[src/rtl/uart_tx_fifo.sv]
// UART transmitter with an internal TX FIFO and a valid/ready byte input.
// Runtime divisor, parity and stop-bit count are latched per frame at pop time.
module uart_tx_fifo #(
  parameter int unsigned DATA_W     = 8,
  parameter int unsigned FIFO_DEPTH = 16,
  parameter int unsigned DIV_W      = 16
) (
  input  logic                               clk,
  input  logic                               rst,
  input  logic [DIV_W-1:0]                   baud_div,
  input  logic [1:0]                         parity_mode,
  input  logic                               stop2,
  input  logic                               tx_en,
  input  logic                               s_valid,
  output logic                               s_ready,
  input  logic [DATA_W-1:0]                  s_data,
  output logic                               tx_serial,
  output logic                               tx_active,
  output logic                               tx_done,
  output logic [$clog2(FIFO_DEPTH+1)-1:0]    fifo_level
);

  localparam int unsigned PTR_W = $clog2(FIFO_DEPTH);
  localparam int unsigned LVL_W = $clog2(FIFO_DEPTH + 1);
  localparam int unsigned BIT_W = $clog2(DATA_W + 1);

  localparam logic [2:0] S_IDLE   = 3'd0;
  localparam logic [2:0] S_START  = 3'd1;
  localparam logic [2:0] S_DATA   = 3'd2;
  localparam logic [2:0] S_PARITY = 3'd3;
  localparam logic [2:0] S_STOP   = 3'd4;

  logic [DATA_W-1:0] r_mem [FIFO_DEPTH];
  logic [PTR_W-1:0]  r_wr_ptr;
  logic [PTR_W-1:0]  r_rd_ptr;
  logic [LVL_W-1:0]  r_level;
  logic              r_ready;

  logic [2:0]        r_state;
  logic [DIV_W-1:0]  r_div_cnt;
  logic [DIV_W-1:0]  r_div;
  logic [BIT_W-1:0]  r_bit_cnt;
  logic [DATA_W-1:0] r_shift;
  logic              r_par;
  logic [1:0]        r_pmode;
  logic              r_stop2;
  logic              r_tx;
  logic              r_active;
  logic              r_done;

  logic              w_push;
  logic              w_pop;
  logic              w_load;
  logic [LVL_W-1:0]  w_level_nxt;
  logic [DATA_W-1:0] w_rd_data;
  logic [DIV_W-1:0]  w_div_eff;
  logic              w_par_new;
  logic              w_bit_end;
  logic              w_can_start;

  logic [2:0]        w_state_nxt;
  logic [DIV_W-1:0]  w_div_cnt_nxt;
  logic [BIT_W-1:0]  w_bit_cnt_nxt;
  logic [DATA_W-1:0] w_shift_nxt;
  logic              w_tx_nxt;
  logic              w_active_nxt;
  logic              w_done_nxt;

  assign s_ready    = r_ready;
  assign fifo_level = r_level;
  assign tx_serial  = r_tx;
  assign tx_active  = r_active;
  assign tx_done    = r_done;

  assign w_push      = s_valid & r_ready;
  assign w_pop       = w_load;
  assign w_rd_data   = r_mem[r_rd_ptr];
  assign w_div_eff   = (baud_div < DIV_W'(2)) ? DIV_W'(2) : baud_div;
  assign w_bit_end   = (r_div_cnt == r_div - DIV_W'(1));
  assign w_can_start = (r_level != '0) && tx_en;
  assign w_par_new   = (parity_mode == 2'b01) ? ^w_rd_data :
                       (parity_mode == 2'b10) ? ~^w_rd_data : 1'b1;

  // FIFO storage; flushing is done through the pointers
  always_ff @(posedge clk) begin
    if (w_push) r_mem[r_wr_ptr] <= s_data;
  end

  always_comb begin
    w_level_nxt = r_level;
    case ({w_push, w_pop})
      2'b10:   w_level_nxt = r_level + LVL_W'(1);
      2'b01:   w_level_nxt = r_level - LVL_W'(1);
      default: w_level_nxt = r_level;
    endcase
  end

  always_ff @(posedge clk) begin
    if (rst) begin
      r_wr_ptr <= '0;
      r_rd_ptr <= '0;
      r_level  <= '0;
      r_ready  <= 1'b1;
    end else begin
      if (w_push) r_wr_ptr <= r_wr_ptr + PTR_W'(1);
      if (w_pop)  r_rd_ptr <= r_rd_ptr + PTR_W'(1);
      r_level <= w_level_nxt;
      r_ready <= (w_level_nxt != LVL_W'(FIFO_DEPTH));
    end
  end

  // Frame sequencing; next line level is computed here so tx_serial stays registered
  always_comb begin
    w_state_nxt   = r_state;
    w_div_cnt_nxt = r_div_cnt;
    w_bit_cnt_nxt = r_bit_cnt;
    w_shift_nxt   = r_shift;
    w_tx_nxt      = r_tx;
    w_active_nxt  = r_active;
    w_done_nxt    = 1'b0;
    w_load        = 1'b0;

    if (r_state != S_IDLE) begin
      w_div_cnt_nxt = w_bit_end ? '0 : r_div_cnt + DIV_W'(1);
    end

    case (r_state)
      S_IDLE: begin
        w_tx_nxt     = 1'b1;
        w_active_nxt = 1'b0;
        w_load       = w_can_start;
      end
      S_START: begin
        if (w_bit_end) begin
          w_state_nxt   = S_DATA;
          w_tx_nxt      = r_shift[0];
          w_bit_cnt_nxt = '0;
        end
      end
      S_DATA: begin
        if (w_bit_end) begin
          if (r_bit_cnt == BIT_W'(DATA_W - 1)) begin
            w_bit_cnt_nxt = '0;
            if (r_pmode != 2'b00) begin
              w_state_nxt = S_PARITY;
              w_tx_nxt    = r_par;
            end else begin
              w_state_nxt = S_STOP;
              w_tx_nxt    = 1'b1;
            end
          end else begin
            w_bit_cnt_nxt = r_bit_cnt + BIT_W'(1);
            w_shift_nxt   = r_shift >> 1;
            w_tx_nxt      = r_shift[1];
          end
        end
      end
      S_PARITY: begin
        if (w_bit_end) begin
          w_state_nxt   = S_STOP;
          w_tx_nxt      = 1'b1;
          w_bit_cnt_nxt = '0;
        end
      end
      S_STOP: begin
        if (w_bit_end) begin
          if (r_stop2 && (r_bit_cnt == '0)) begin
            w_bit_cnt_nxt = BIT_W'(1);
          end else begin
            w_done_nxt = 1'b1;
            if (w_can_start) begin
              w_load = 1'b1;
            end else begin
              w_state_nxt  = S_IDLE;
              w_tx_nxt     = 1'b1;
              w_active_nxt = 1'b0;
            end
          end
        end
      end
      default: begin
        w_state_nxt  = S_IDLE;
        w_tx_nxt     = 1'b1;
        w_active_nxt = 1'b0;
      end
    endcase

    // Frame start: line falls on the same edge that pops the byte
    if (w_load) begin
      w_state_nxt   = S_START;
      w_div_cnt_nxt = '0;
      w_bit_cnt_nxt = '0;
      w_shift_nxt   = w_rd_data;
      w_tx_nxt      = 1'b0;
      w_active_nxt  = 1'b1;
    end
  end

  always_ff @(posedge clk) begin
    if (rst) begin
      r_state   <= S_IDLE;
      r_div_cnt <= '0;
      r_bit_cnt <= '0;
      r_shift   <= '0;
      r_div     <= DIV_W'(2);
      r_par     <= 1'b0;
      r_pmode   <= 2'b00;
      r_stop2   <= 1'b0;
      r_tx      <= 1'b1;
      r_active  <= 1'b0;
      r_done    <= 1'b0;
    end else begin
      r_state   <= w_state_nxt;
      r_div_cnt <= w_div_cnt_nxt;
      r_bit_cnt <= w_bit_cnt_nxt;
      r_shift   <= w_shift_nxt;
      r_tx      <= w_tx_nxt;
      r_active  <= w_active_nxt;
      r_done    <= w_done_nxt;
      if (w_load) begin
        r_div   <= w_div_eff;
        r_par   <= w_par_new;
        r_pmode <= parity_mode;
        r_stop2 <= stop2;
      end
    end
  end

endmodule

[config.mk]
export PLATFORM = sky130hd
export DESIGN_NAME = uart_tx_fifo
export DESIGN_NICKNAME = d
export VERILOG_FILES = /design/src/rtl/uart_tx_fifo.sv
export SDC_FILE = /design/constraint.sdc
export NUM_CORES = 1
export LEC_CHECK = 0
export ABC_AREA = 1
export CORE_ASPECT_RATIO = 0.8
export CORE_UTILIZATION = 60
export CTS_CLUSTER_DIAMETER = 60
export DETAILED_ROUTE_END_ITERATION = 10
export GPL_ROUTABILITY_DRIVEN = 0
export PLACE_DENSITY_LB_ADDON = 0.15
export SETUP_SLACK_MARGIN = 0.05
export SLEW_MARGIN = 20
export SYNTH_ARGS = -nofsm -noshare
export SYNTH_HDL_FRONTEND = slang
export SYNTH_SLANG_ARGS = --single-unit
[constraint.sdc]
create_clock -name clk -period 8.5 [get_ports clk]
set_input_delay 1.7 -clock clk [delete_from_list [all_inputs] [get_ports clk]]
set_output_delay 1.7 -clock clk [all_outputs]
set_load 0.02 [all_outputs]
==> Word-level counts from Yosys, hierarchy flattened <==
Memories as Yosys holds them, arrays and structs flattened. A register that Yosys moved wholly into a read port is not among the register bits.
Index checks and enable logic that the tools add are counted.
{ "word_totals": {"in_bits": 31, "mem_bits_rw": 128, "latch_bits": 0, "output_inout_bits": 9, "memories": 1, "wordCells": 130, "register_bits": 68, "rom_bits": 0} }
{ "op_classes": {"n_addsub": 7, "shift": 0, "div": 0, "order_cmp": 1, "n_bitwise": 4, "n_reduce_logical": 22, "mux": 49, "multipliers": 0, "eq_ne": 30} }
{ "mem_list": {"columns": ["memory", "depth", "word_bits", "read_ports", "rd_ports_with_merged_regs", "write_ports", "line", "rtl"], "rows": [
  ["r_mem", 16, 8, 1, 1, 1, "33", "logic [DATA_W-1:0] r_mem [FIFO_DEPTH];"]
]} }
{ "ops": {"columns": ["op", "count"], "rows": [
  ["2-to-1 mux 16 bit", 2],
  ["2-to-1 mux 8 bit", 4],
  ["2-to-1 mux 4 bit", 7],
  ["2-to-1 mux 3 bit", 8],
  ["2-to-1 mux 1 bit", 22],
  ["!= test 3 bit, second input constant", 7],
  ["!= test 2 bit, second input constant", 10],
  ["adder 16 x 1 -> 16 bit, second input constant", 1],
  ["equality test 16 bit", 1],
  ["< comparator 16 x 2 -> 1 bit, second input constant", 1],
  ["AND reduction 8 bit", 2],
  ["subtractor 16 x 1 -> 16 bit, second input constant", 1],
  ["case mux 3 bit (5 select lines)", 1],
  ["adder 4 x 1 -> 4 bit, second input constant", 3],
  ["case mux 4 bit (3 select lines)", 1],
  ["case mux 5 bit (2 select lines)", 1],
  ["XNOR reduction 8 bit", 1],
  ["parity 8 bit", 1],
  ["equality test 3 x 2 -> 1 bit, second input constant", 2],
  ["AND reduction 6 bit", 1],
  ["nonzero test 2 bit", 3],
  ["nonzero test 3 bit", 2],
  ["OR reduction 3 bit", 2],
  ["adder 5 x 1 -> 5 bit, second input constant", 1],
  ["20 further kinds", 28]
]} }

==> Longest topological paths before layout <==
Gate-level depths: netlist (run 1).
{ "logic_depth": {"ltp_word": 9, "mapped_depth": 28} }

==> Worst setup path after synthesis (run 1) <==
No wires, ideal clock.
{ "synth_path": {"path_kind": "input port to flip-flop", "from": "input port tx_en", "to": "register r_ready (netlist: s_ready)", "setup_ns": 0.119, "stages": 17, "arrival_ns": 3.850, "n_path_buf": 1, "slack_ns": 4.531, "cell_sequence": "nand2_1 nor2_1 inv_1 nor2_1 nand3_4 nand2_8 buf_6 ha_1 xor2_1 ha_1 a21oi_1 nor2_1 inv_1 o311ai_0 o21ai_0 a21oi_1 nand2_1"} }
{ "synth_between": {"elab_chain_cells": 8, "word_cells_on_any_way": 9, "classes_between": "eq/ne (3); mux (5); reduce/logical (1)"} }
{ "synth_lines": {"columns": ["element", "line", "rtl"], "rows": [
  ["start, declared", "13", "input logic tx_en,"],
  ["logical AND 1 bit (*)", "80", "assign w_can_start = (r_level != '0) && tx_en;"],
  ["2-to-1 mux 1 bit", "171", "if (w_can_start) begin"],
  ["2-to-1 mux 1 bit", "167", "if (r_stop2 && (r_bit_cnt == '0)) begin"],
  ["2-to-1 mux 1 bit", "166", "if (w_bit_end) begin"],
  ["case mux 1 bit (2 select lines) (*)", "127", "case (r_state)"],
  ["equality test 2 x 1 -> 1 bit or equality test 2 bit (tied branches)", "91", "case ({w_push, w_pop})"],
  ["case mux 5 bit (2 select lines) (*)", "91", null],
  ["!= test 5 bit (*)", "108", "r_ready <= (w_level_nxt != LVL_W'(FIFO_DEPTH));"],
  ["end signal, assigned", "108", null],
  ["end, declared", "37", "logic r_ready;"]
]} }
Mark *: on every way between the ends. The rest lies on a longest branch, timed or not.
A chain may end at the register's enable or synchronous reset.

==> Worst setup path in the final report (run 1) <==
Same ends and word-level chain as after synthesis.

==> impl_results.md, run 1 <==
- VDD IR max: 0.261 mV
- Vias per inst: around 5.4
- Num Clock Sinks: 200
- Setup TNS: 0 ns
- Routed WL: roughly 22000 um
- Synthesized cell area: a little under 10000 um^2
- Clock root cell: clkbuf_16
- Crit Path Class: in -> reg
- EDFF count, synth: between 100 and 150
- Layout cells sized above 1: about 5.2%
- Syn_area_per_cell: about 8.3 um^2
- Outcome: finished clean
- Fin. Hold Viols: 0
- Clk_skew: around 0.014 ns
- Hold buffer count at CTS: 0
- Die area: 16600 um^2
- Shortest period the worst path allows: about 4.2 ns
- Worst-Skew Late Latency: between 0.4 and 0.5 ns
- Antenna violations before repair: 0
- CP required: just under 9 ns
- Top cell type's share of synthesized area: roughly 40%
- CTS tree: yes
- WL per Instance: between 15 and 20 um
- Io pins: 40
- H-tree Lvls: 4
- Final #Nets: 1237
- Number of max-cap violations: 0
- Count of cells resized by post-cts repair: 0
- Dominant synthesized flop cell: edfxtp_1
- Commonest cells after routing, fill and taps aside: 389 x nand2_1, 157 x inv_1, 128 x edfxtp_1
- Total GRT Usage: between 20% and 30%
- Leakage power: about 4.6 nW
- Core area: ~16000 um^2
- RSZ-0062 raised after global routing: no
- Design Power: around 3.1 mW
- PwrDens: approximately 290 nW/um^2
- Vias in the first global route: 6991
- Placed wire-length estimate: between 10000 and 15000 um
- First-pass GRT wire length: between 30000 and 40000 um
- DRT iter0 DRCs: 752
- Via count: 7609
- Register area share after synthesis: between 50 and 60%
- Slew Viols, Final: 0
- Largest net degree at the start of global routing: 66
- Arrival @ worst endpoint: 4.56 ns
- Slew HR: between 30% and 40%
- Setup Fix Bufs, Post-CTS: 0
- Cts bufs inserted: 17
- Max Clk Rate: between 0.2 and 0.25 GHz
- Synthesized flop and latch total: 200
- Final instance area: ~11000 um^2
- Yosys cell types: 47
- DP Area: ~10000 um^2
- # setup viols final: 0
- Die H: 115 um
- Final period util: 49.7%
- Detail Route Antenna Nets: 0
- Antenna cell count: 0
- Slew @ Worst Pin: about 1.0 ns
- Hold Crit Class: reg -> reg
- Worst-case clock buffer depth: 2
- Most common cell after layout, fill and taps aside: nand2_1
- Crit start category: input port
- Gr ovfl total: 0
- Largest cells by area after synthesis: edfxtp_1 40%, nand2_1 15%, dfxtp_1 15%
- Synth area leader: edfxtp_1
- Pre-antenna DRT Iters: 5
- Port buffer count: 39
- Min Hold Slack: 0.469 ns
- Area grow syn2layout: 11.9%
- Reg clk slew, reported paths: 0.07 ns
- Post-route DRC: 0
- Fin util: between 60 and 70%
- Post-Synthesis Cells: 1163
- Synth async-reset ratio: 0%
- Worst-path maximum fanout: 18
- Die X: about 140 um
- Syn_nets: approximately 1200
- Crit end category: flip-flop
- Num rows: 41
- Starting Density: between 60% and 70%
- Synth warnings: 0
-- layer usage --
layer	global-route usage (%)	part of all wire [%]
met1	40.7	46
met2	41.8	44
met3	6.50	8.6
met4	6.95	0.93
met5	0	0
-- Yosys cell counts (2+ instances only) --
cell	count
nor3_1	18
xnor2_1	9
inv_1	157
edfxtp_1	128
nor2_4	3
o2111ai_1	3
nor2_2	9
a21oi_1	26
xor2_1	16
nor4_1	4
ha_1	12
a31oi_1	3
nand4_1	5
nor2_1	113
o21ai_1	6
clkbuf_1	15
nand3_2	2
o211ai_1	2
buf_1	2
dfxtp_1	72
nand3_1	115
nand2_1	389
buf_2	9
nand2_2	4
buf_4	2
o21ai_0	16
inv_2	3
-- per-stage QoR --
stage	setup slack, ns	instances
2_1_floorplan	4.53	1163
3_3_place_gp	3.92	1390
3_5_place_dp	3.83	1390
4_1_cts	4.27	1421
5_1_grt	4.05	1421
6_report	4.28	1421
-- sequential cells by signal, summed over array words and instances, names as in the netlist, 2 cells and up, named ones only --
signal      cells
r_div          16
r_shift         8
r_rd_ptr        4
r_state         3
fifo_level      5
r_mem         128
r_wr_ptr        4
r_bit_cnt       4
r_pmode         2
r_div_cnt      16
-- critical path, cell delays in order --
cell	delay, ns
clkdlybuf4s50_1	0.50
nand2_1	0.06
nor2_1	0.12
inv_1	0.07
nor2_1	0.17
nand3_4	0.14
nand2_8	0.17
ha_1	0.26
xor2_1	0.22
ha_1	0.20
a21oi_1	0.06
nor2_1	0.11
inv_1	0.07
o311ai_0	0.35
o21ai_0	0.13
a21oi_1	0.17
nand2_1	0.07
-- worst paths after layout --
check	endpoint	startpoint	slack [ns]	depth (start not counted)
min reg2reg	r_div[15]$_SDFFE_PP0N_	r_div[15]$_SDFFE_PP0N_	0.47	2
max	s_ready$_SDFF_PP1_	tx_en	4.28	17
min	r_div[15]$_SDFFE_PP0N_	r_div[15]$_SDFFE_PP0N_	0.47	2
max reg2reg	s_ready$_SDFF_PP1_	r_div[0]$_SDFFE_PP0N_	4.78	22
-- power by group --
group | leakage (nW) | total, mW | switching (mW) | internal [mW]
logic | 2.57 | 1.10 | 0.759 | 0.345
clock network | 0.302 | 0.839 | 0.391 | 0.448
registers | 1.74 | 1.18 | 0.0688 | 1.12
-- kinds of logic after synthesis --
logic type / count (synthesis) / share of synthesized area (%)
compound gates: 63 / 3.70
fa+ha+maj: 12 / 1.56
mux: 1 / 0.104
simple gates: 670 / 29.5
xor+xnor: 25 / 2.27
buf+inv: 192 / 7.93
flops: 200 / 54.9
-- area by class of cell --
type	count	area [um^2]
inverter	162	614
tap	215	269
clock buffer	17	425
sequential	200	5290
timing repair buffer	42	413
multi-input combinational	771	3580
fill	1252	4980
clock inverter	14	183
Power figures use the tool's default switching activity.
==> inputs of run 2 (changes only) <==
--- a/config.mk
+++ b/config.mk
@@ -7,7 +7,7 @@
 export LEC_CHECK = 0
 export ABC_AREA = 1
 export CORE_ASPECT_RATIO = 0.8
-export CORE_UTILIZATION = 60
+export CORE_UTILIZATION = 55
 export CTS_CLUSTER_DIAMETER = 60
 export DETAILED_ROUTE_END_ITERATION = 10
 export GPL_ROUTABILITY_DRIVEN = 0
==> constraint.sdc (replaced) <==
create_clock -name clk -period 3.5 [get_ports clk]
set_input_delay 0.7 -clock clk [delete_from_list [all_inputs] [get_ports clk]]
set_output_delay 0.7 -clock clk [all_outputs]
set_load 0.02 [all_outputs]
==> run 2 against run 1 <==
Compared with the run above: wire length grew 2.0%; setup slack got worse by 4.0 ns; final cell count up 1.8%; sequential power grew 140%; non-clock buffer count up 19; register-to-register slack lost 4.5 ns; global-route usage is 1.3 points lower.
==> impl_results.md, run 2 (synthesis gave the netlist of run 1 again) <==
- Vias per inst: 5.18 (-3.2%)
- R2R depth: 24 (+9.1%)
- Post-route DRC: 0 (unchanged)
- Hold depth: 2 (unchanged)
- Die area: 18000 um^2 (+8.9%)
- Gr ovfl total: 0 (unchanged)
- Fin. Hold Viols: 0 (unchanged)
- Setup TNS: 0 ns (unchanged)
- Placed wire-length estimate: 14700 um (+1.8%)
- Final period util: 91.4%
- Pre-antenna DRT Iters: 5 (unchanged)
- Detail Route Antenna Nets: 0 (unchanged)
- Hold buffer count at CTS: 0 (unchanged)
- Clock root cell: clkbuf_16
- Top Registers: r_mem x128, r_div x16, r_div_cnt x16
- Total GRT Usage: 26.5% (-1.3 points)
- Cell family with most CP delay: simple AND/OR/NAND/NOR gates
- FF-to-FF Start: r_div[1]$_SDFFE_PP1N_
- Crit end category: flip-flop
- Num rows: 42 (+2.4%)
- Port buffer count: 39 (unchanged)
- VDD IR max: 0.445 mV (+70%)
- Commonest cells after routing, fill and taps aside: 389 x nand2_1, 154 x inv_1, 128 x edfxtp_1
- Clk_skew: 0.0115 ns (-0.00235 ns)
- Routed WL: 22200 um (+2.0%)
- Leakage power: 4.71 nW (+2.2%)
- WL per Instance: 15.3 um (+0.25%)
- Worst-case clock buffer depth: 2 (unchanged)
- Slew Viols, Final: 0 (unchanged)
- Io pins: 40 (unchanged)
- Most common cell after layout, fill and taps aside: nand2_1
- Startpoint of the worst hold path: r_pmode[0]$_SDFFE_PP0N_
- Flop2flop setup slack: 0.30 ns (-4.48 ns)
- Min-Delay Endpoint: r_pmode[0]$_SDFFE_PP0N_
- Slew @ Worst Pin: 0.781 ns (-0.251 ns)
- First-pass GRT wire length: 36200 um (+4.9%)
- CP required: 3.83 ns (-5.01 ns)
- Fill cells: 1399 (+12%)
- Layout cells sized above 1: 8.32% (+3.1 points)
- Crit path largest cell delay: 0.34 ns (-0.16 ns)
- Worst-path maximum fanout: 3 (-15)
- Crit start category: flip-flop
- Antenna violations before repair: 0 (unchanged)
- Max Clk Rate: about 0.31 GHz
- Via count: 7492 (-1.5%)
- RSZ-0062 raised after global routing: no
- Die H: 120 um (+4.4%)
- Reg with most FFs: r_mem
- H-tree Lvls: 4 (unchanged)
- Worst r2r dst: s_ready$_SDFF_PP1_
- Vias in the first global route: 7106 (+1.6%)
- Top cell by count, worst path: nand2_1
- Final #Nets: 1256 (+1.5%)
- CTS tree: yes
- Num Clock Sinks: 200 (unchanged)
- Arrival @ worst endpoint: 3.53 ns (-1.03 ns)
- Placed insts: 1411 (+1.5%)
- Design Power: 7.60 mW (+140%)
- # setup viols final: 0 (unchanged)
- Core area: 16800 um^2 (+6.8%)
- Number of max-cap violations: 0 (unchanged)
- Cts bufs inserted: 17 (unchanged)
- Area grow syn2layout: 14.5%
- DRT iter0 DRCs: 855 (+14%)
- Slowest-stage cell, CP: dfxtp_1
- Crit-path cells: inv_2 > ha_4 > inv_1 > nand2_1 > nand2_1 > nor2_1 > nand2_1 > nor2_1 > nand2_1 > nor2_2 > nand3_2 > nor2_4 > nand3_4 > nand2_8 > ha_4 > xor2_2 > ha_2 > a21oi_2 > nor2_2 > inv_2 > o311ai_4 > o21ai_2 > a21oi_2 > nand2_1
- Crit Path Class: reg -> reg
- Shortest period the worst path allows: between 3 and 4 ns
- Hold Crit Class: reg -> reg
- Worst-Skew Late Latency: 0.44 ns (about the same)
- Final cell count without fillers: 1446 (+1.8%)
- Largest net degree at the start of global routing: 65 (-1.5%)
- Largest register FFs: 128 (unchanged)
- CP bufs+invs: 3 (unchanged)
- Starting Density: 57.2% (-3.9 points)
- Slew HR: 47.7% (+17 points)
- Die X: 150 um (+4.4%)
- Reg clk slew, reported paths: 0.08 ns (about the same)
- Antenna cell count: 0 (unchanged)
- Outcome: finished clean
- PwrDens: 689 nW/um^2 (+140%)
-- run 2: layout make-up --
class | instances | area (um^2) | area share (%)
Tap cell | 220 | 275 | 2.50
Clock inverter | 15 | 178 | 1.61
Clock buffer | 17 | 425 | 3.86
Inverter | 162 | 616 | 5.59
Sequential cell | 200 | 5290 | 48.0
Multi-Input combinational cell | 771 | 3670 | 33.3
Timing Repair Buffer | 61 | 568 | 5.15
-- run 2: layer usage --
metal	vias to the layer above	track usage, %	part of all wire (%)
met2	234	39.1	44
met4	0	6.31	0.89
met5	-	0	0
met1	3422	40.2	49
met3	21	4.72	6.7
li1	3815	-	-
-- run 2: where the power goes --
part / leakage, nW / total, mW / switching, mW / internal (mW)
sequential: 1.74 / 2.87 / 0.166 / 2.71
combinational: 2.68 / 2.77 / 1.86 / 0.904
clock: 0.294 / 1.96 / 0.990 / 0.967
total: 4.71 / 7.60 / 3.02 / 4.58
-- run 2: worst max path at each step --
stage	to	slack, ns	cells past startpoint	start
6_report	s_ready$_SDFF_PP1_	0.30	24	r_div[1]$_SDFFE_PP1N_
3_3_place_gp	s_ready$_SDFF_PP1_	0.12	17	tx_en
4_1_cts	s_ready$_SDFF_PP1_	0.08	22	r_div[0]$_SDFFE_PP0N_
2_1_floorplan	s_ready$_SDFF_PP1_	0.23	25	r_div[0]$_SDFFE_PP0N_
5_1_grt	s_ready$_SDFF_PP1_	0.06	24	r_div[0]$_SDFFE_PP0N_
3_5_place_dp	s_ready$_SDFF_PP1_	-0.02	17	tx_en
-- run 2: tightest hold or removal path: stages, from the launching register on --
cell and delay (ns):
dfxtp_1 0.33, nand2_1 0.05, o21ai_0 0.06
-- run 2: what timing repair did --
action	4_1_cts	5_1_grt
setup buffers	0	3
endpoints found under the setup margin	1	2
gates resized for setup	1	25
pin swaps	0	10
-- run 2: stage by stage --
| stage | worst slack (ns) | hold slack [ns] | cell area, um^2 | utilization, % |
|---|---|---|---|---|
| final | 0.300 | 0.465 | 11000 | 65.5 |
| after global routing | 0.0610 | 0.499 | 11000 | 65.5 |
| after CTS | 0.0772 | 0.467 | 10900 | 64.8 |
| after detailed placement | -0.0189 | 0.448 | 10300 | 61.2 |
| after floorplan | 0.228 | 0.426 | 9630 | - |
| after global placement | 0.117 | 0.448 | 10300 | 61.2 |
==> inputs of run 3 (changes only) <==
--- a/config.mk
+++ b/config.mk
@@ -12,6 +12,7 @@
 export DETAILED_ROUTE_END_ITERATION = 10
 export GPL_ROUTABILITY_DRIVEN = 0
 export PLACE_DENSITY_LB_ADDON = 0.15
+export RECOVER_POWER = 25
 export SETUP_SLACK_MARGIN = 0.05
 export SLEW_MARGIN = 20
 export SYNTH_ARGS = -nofsm -noshare
==> run 3 against run 2 <==
Compared with the run above: hold slack unchanged; clock power about the same; core utilization unchanged; via count about the same; combinational power about the same; clock skew down 0.00072 ns; first-iteration DRC count down 0.35%.
==> impl_results.md, run 3 (synthesis gave the netlist of run 1 again) <==
- Top Registers: r_mem x128, r_div x16, r_div_cnt x16
- FF-to-FF Start: r_div[1]$_SDFFE_PP1N_
- Reg with most FFs: r_mem
- Starting Density: 57.2% (unchanged)
- Routed WL: 22200 um (+0.10%)
- Num Clock Sinks: 200 (unchanged)
- Clk_skew: 0.0108 ns (-0.000721 ns)
- Hold Crit Class: reg -> reg
- Reg clk slew, reported paths: 0.08 ns (about the same)
- Slowest-stage cell, CP: dfxtp_1
- Detail Route Antenna Nets: 0 (unchanged)
- Total GRT Usage: 26.5% (unchanged)
- Via count: 7493 (+0.013%)
- Placed insts: 1411 (unchanged)
- Cell family with most CP delay: simple AND/OR/NAND/NOR gates
- Crit start category: flip-flop
- Port buffer count: 39 (unchanged)
- RSZ-0062 raised after global routing: no
- Post-route DRC: 0 (unchanged)
- Crit end category: flip-flop
- Comb pwr share: 36.4% (about the same)
- Slew @ Worst Pin: 0.776 ns (-0.00536 ns)
- Final cell count without fillers: 1446 (unchanged)
- Switch Pwr: 3.02 mW (about the same)
- Sequential Power Share: 37.8% (about the same)
- Int Power: 4.58 mW (about the same)
- WL per Instance: 15.3 um (+0.10%)
- CP required: 3.83 ns (about the same)
- DP Area: 10300 um^2 (unchanged)
- DRT iter0 DRCs: 852 (-0.35%)
- Antenna violations before repair: 0 (unchanged)
- Antenna cell count: 0 (unchanged)
- First-pass GRT wire length: 36200 um (unchanged)
- Clock root cell: clkbuf_16
- Leakage power: 4.72 nW (about the same)
- Flop2flop setup slack: 0.30 ns (about the same)
- Design Power: 7.60 mW (about the same)
- Final #Nets: 1256 (unchanged)
- Stages on worst setup path: 24 (unchanged)
- Slew Viols, Final: 0 (unchanged)
- Shortest period the worst path allows: 3.20 ns (-0.00000800 ns)
- # setup viols final: 0 (unchanged)
- PwrDens: 689 nW/um^2 (about the same)
- Min Hold Slack: 0.465 ns (unchanged)
- Post-place setup slack: -0.0189 ns (unchanged)
- Max Clk Rate: 0.312 GHz (about the same)
- Gr ovfl total: 0 (unchanged)
- VDD IR max: 0.445 mV (unchanged)
- Arrival @ worst endpoint: 3.53 ns (about the same)
- Final instance area: 11000 um^2 (unchanged)
- Fin. Hold Viols: 0 (unchanged)
- Die H: 120 um (unchanged)
- Worst Setup SP: r_div[1]$_SDFFE_PP1N_
- H-tree Lvls: 4 (unchanged)
- Io pins: 40 (unchanged)
- CP endpoint: s_ready$_SDFF_PP1_
- CP bufs+invs: 3 (unchanged)
- Worst-path maximum fanout: 3 (unchanged)
- Worst-Skew Late Latency: 0.44 ns (about the same)
- Clock share of power: 25.8% (about the same)
- Placed wire-length estimate: 14700 um (unchanged)
- Slew HR: 48.1% (+0.36 points)
- R2R depth: 24 (unchanged)
- Die area: 18000 um^2 (unchanged)
- Startpoint of the worst hold path: r_pmode[0]$_SDFFE_PP0N_
- Final period util: 91.4% (about the same)
- Vias per inst: 5.18 (about the same)
- Cts bufs inserted: 17 (unchanged)
- Setup ws final: 0.300 ns (+0.00000800 ns)
- Commonest cells after routing, fill and taps aside: 389 x nand2_1, 154 x inv_1, 128 x edfxtp_1
- Vias in the first global route: 7106 (unchanged)
- Crit Path Class: reg -> reg
- Worst r2r dst: s_ready$_SDFF_PP1_
- Die X: 150 um (unchanged)
- CTS tree: yes
- Num rows: 42 (unchanged)
- Largest register FFs: 128 (unchanged)
- Pre-antenna DRT Iters: 5 (unchanged)
- Fill cells: 1399 (unchanged)
- Sw Ratio: 39.7% (about the same)
- Crit-path cells: inv_2 > ha_4 > inv_1 > nand2_1 > nand2_1 > nor2_1 > nand2_1 > nor2_1 > nand2_1 > nor2_2 > nand3_2 > nor2_4 > nand3_4 > nand2_8 > ha_4 > xor2_2 > ha_2 > a21oi_2 > nor2_2 > inv_2 > o311ai_4 > o21ai_2 > a21oi_2 > nand2_1
- Top cell by count, worst path: nand2_1
- Core area: 16800 um^2 (unchanged)
- Largest net degree at the start of global routing: 65 (unchanged)
- Outcome: finished clean
- Number of max-cap violations: 0 (unchanged)
- Crit path largest cell delay: 0.34 ns (about the same)
- Worst-case clock buffer depth: 2 (unchanged)
- Area grow syn2layout: 14.5% (unchanged)
- Most common cell after layout, fill and taps aside: nand2_1
- Layout cells sized above 1: 8.32% (unchanged)
-- run 3: changes by cell type in the layout (fill, tap and decap cells not counted), sizes merged --
cell	delta
clkdlybuf4s50	-7
dlygate4sd3	+7
-- run 3: power by group through the flow --
stage / Clock (mW) / Sequential [mW] / Combinational, mW
global placement: 0 / 2.92 / 2.59
CTS: 1.98 / 2.87 / 2.66
detailed placement: 0 / 2.92 / 2.64
global route: 2.07 / 2.90 / 3.14
floorplan: 0 / 2.91 / 1.95
finish: 1.96 / 2.87 / 2.77
-- run 3: worst reg2reg max path, cell delays in order, from the launching register on --
cell and delay [ns]:
dfxtp_1 0.34, inv_2 0.06, ha_4 0.26, inv_1 0.03
nand2_1 0.05, nand2_1 0.05, nor2_1 0.11, nand2_1 0.06
nor2_1 0.08, nand2_1 0.08, nor2_2 0.14, nand3_2 0.10
nor2_4 0.16, nand3_4 0.12, nand2_8 0.10, ha_4 0.15
xor2_2 0.17, ha_2 0.21, a21oi_2 0.05, nor2_2 0.10
inv_2 0.06, o311ai_4 0.32, o21ai_2 0.10, a21oi_2 0.13
nand2_1 0.06
-- run 3: how the worst min path moves through the flow --
stage                                   end  slack (ns)  depth (start not counted)
detailed placement  r_pmode[0]$_SDFFE_PP0N_        0.45                          2
global placement    r_pmode[0]$_SDFFE_PP0N_        0.45                          2
finish              r_pmode[0]$_SDFFE_PP0N_        0.47                          2
global route             r_par$_SDFFE_PP0N_        0.50                          2
floorplan              r_stop2$_SDFFE_PP0N_        0.43                          2
CTS                 r_pmode[0]$_SDFFE_PP0N_        0.47                          2
-- run 3: repair_timing --
action,4_1_cts,5_1_grt
hold buffers,0,0
endpoints found under the setup margin,1,2
pin swaps,0,10
resized for setup,1,25
buffers inserted,0,3
cloned,0,0
-- run 3: area by class of cell --
| class | instances | area [um^2] | area share, % |
|---|---|---|---|
| clock buffers | 17 | 425 | 3.86 |
| repair buffers | 61 | 568 | 5.15 |
| inverters | 162 | 616 | 5.59 |
| clock inverters | 15 | 178 | 1.61 |
| flip-flops and latches | 200 | 5290 | 48.0 |
| multi-input cells | 771 | 3670 | 33.3 |
| well taps | 220 | 275 | 2.50 |
-- run 3: per-layer routing --
layer | routed length [um] | global-route usage (%)
met4 | 198 | 6.31
met1 | 10800 | 40.2
met2 | 9700 | 39.1
met5 | 0 | 0
met3 | 1460 | 4.72
-- run 3: through the flow --
step                util (%)  TNS [ns]
global placement        61.2         0
global route            65.5         0
finish                  65.5         0
CTS                     64.8         0
detailed placement      61.2   -0.0189
floorplan                  -         0
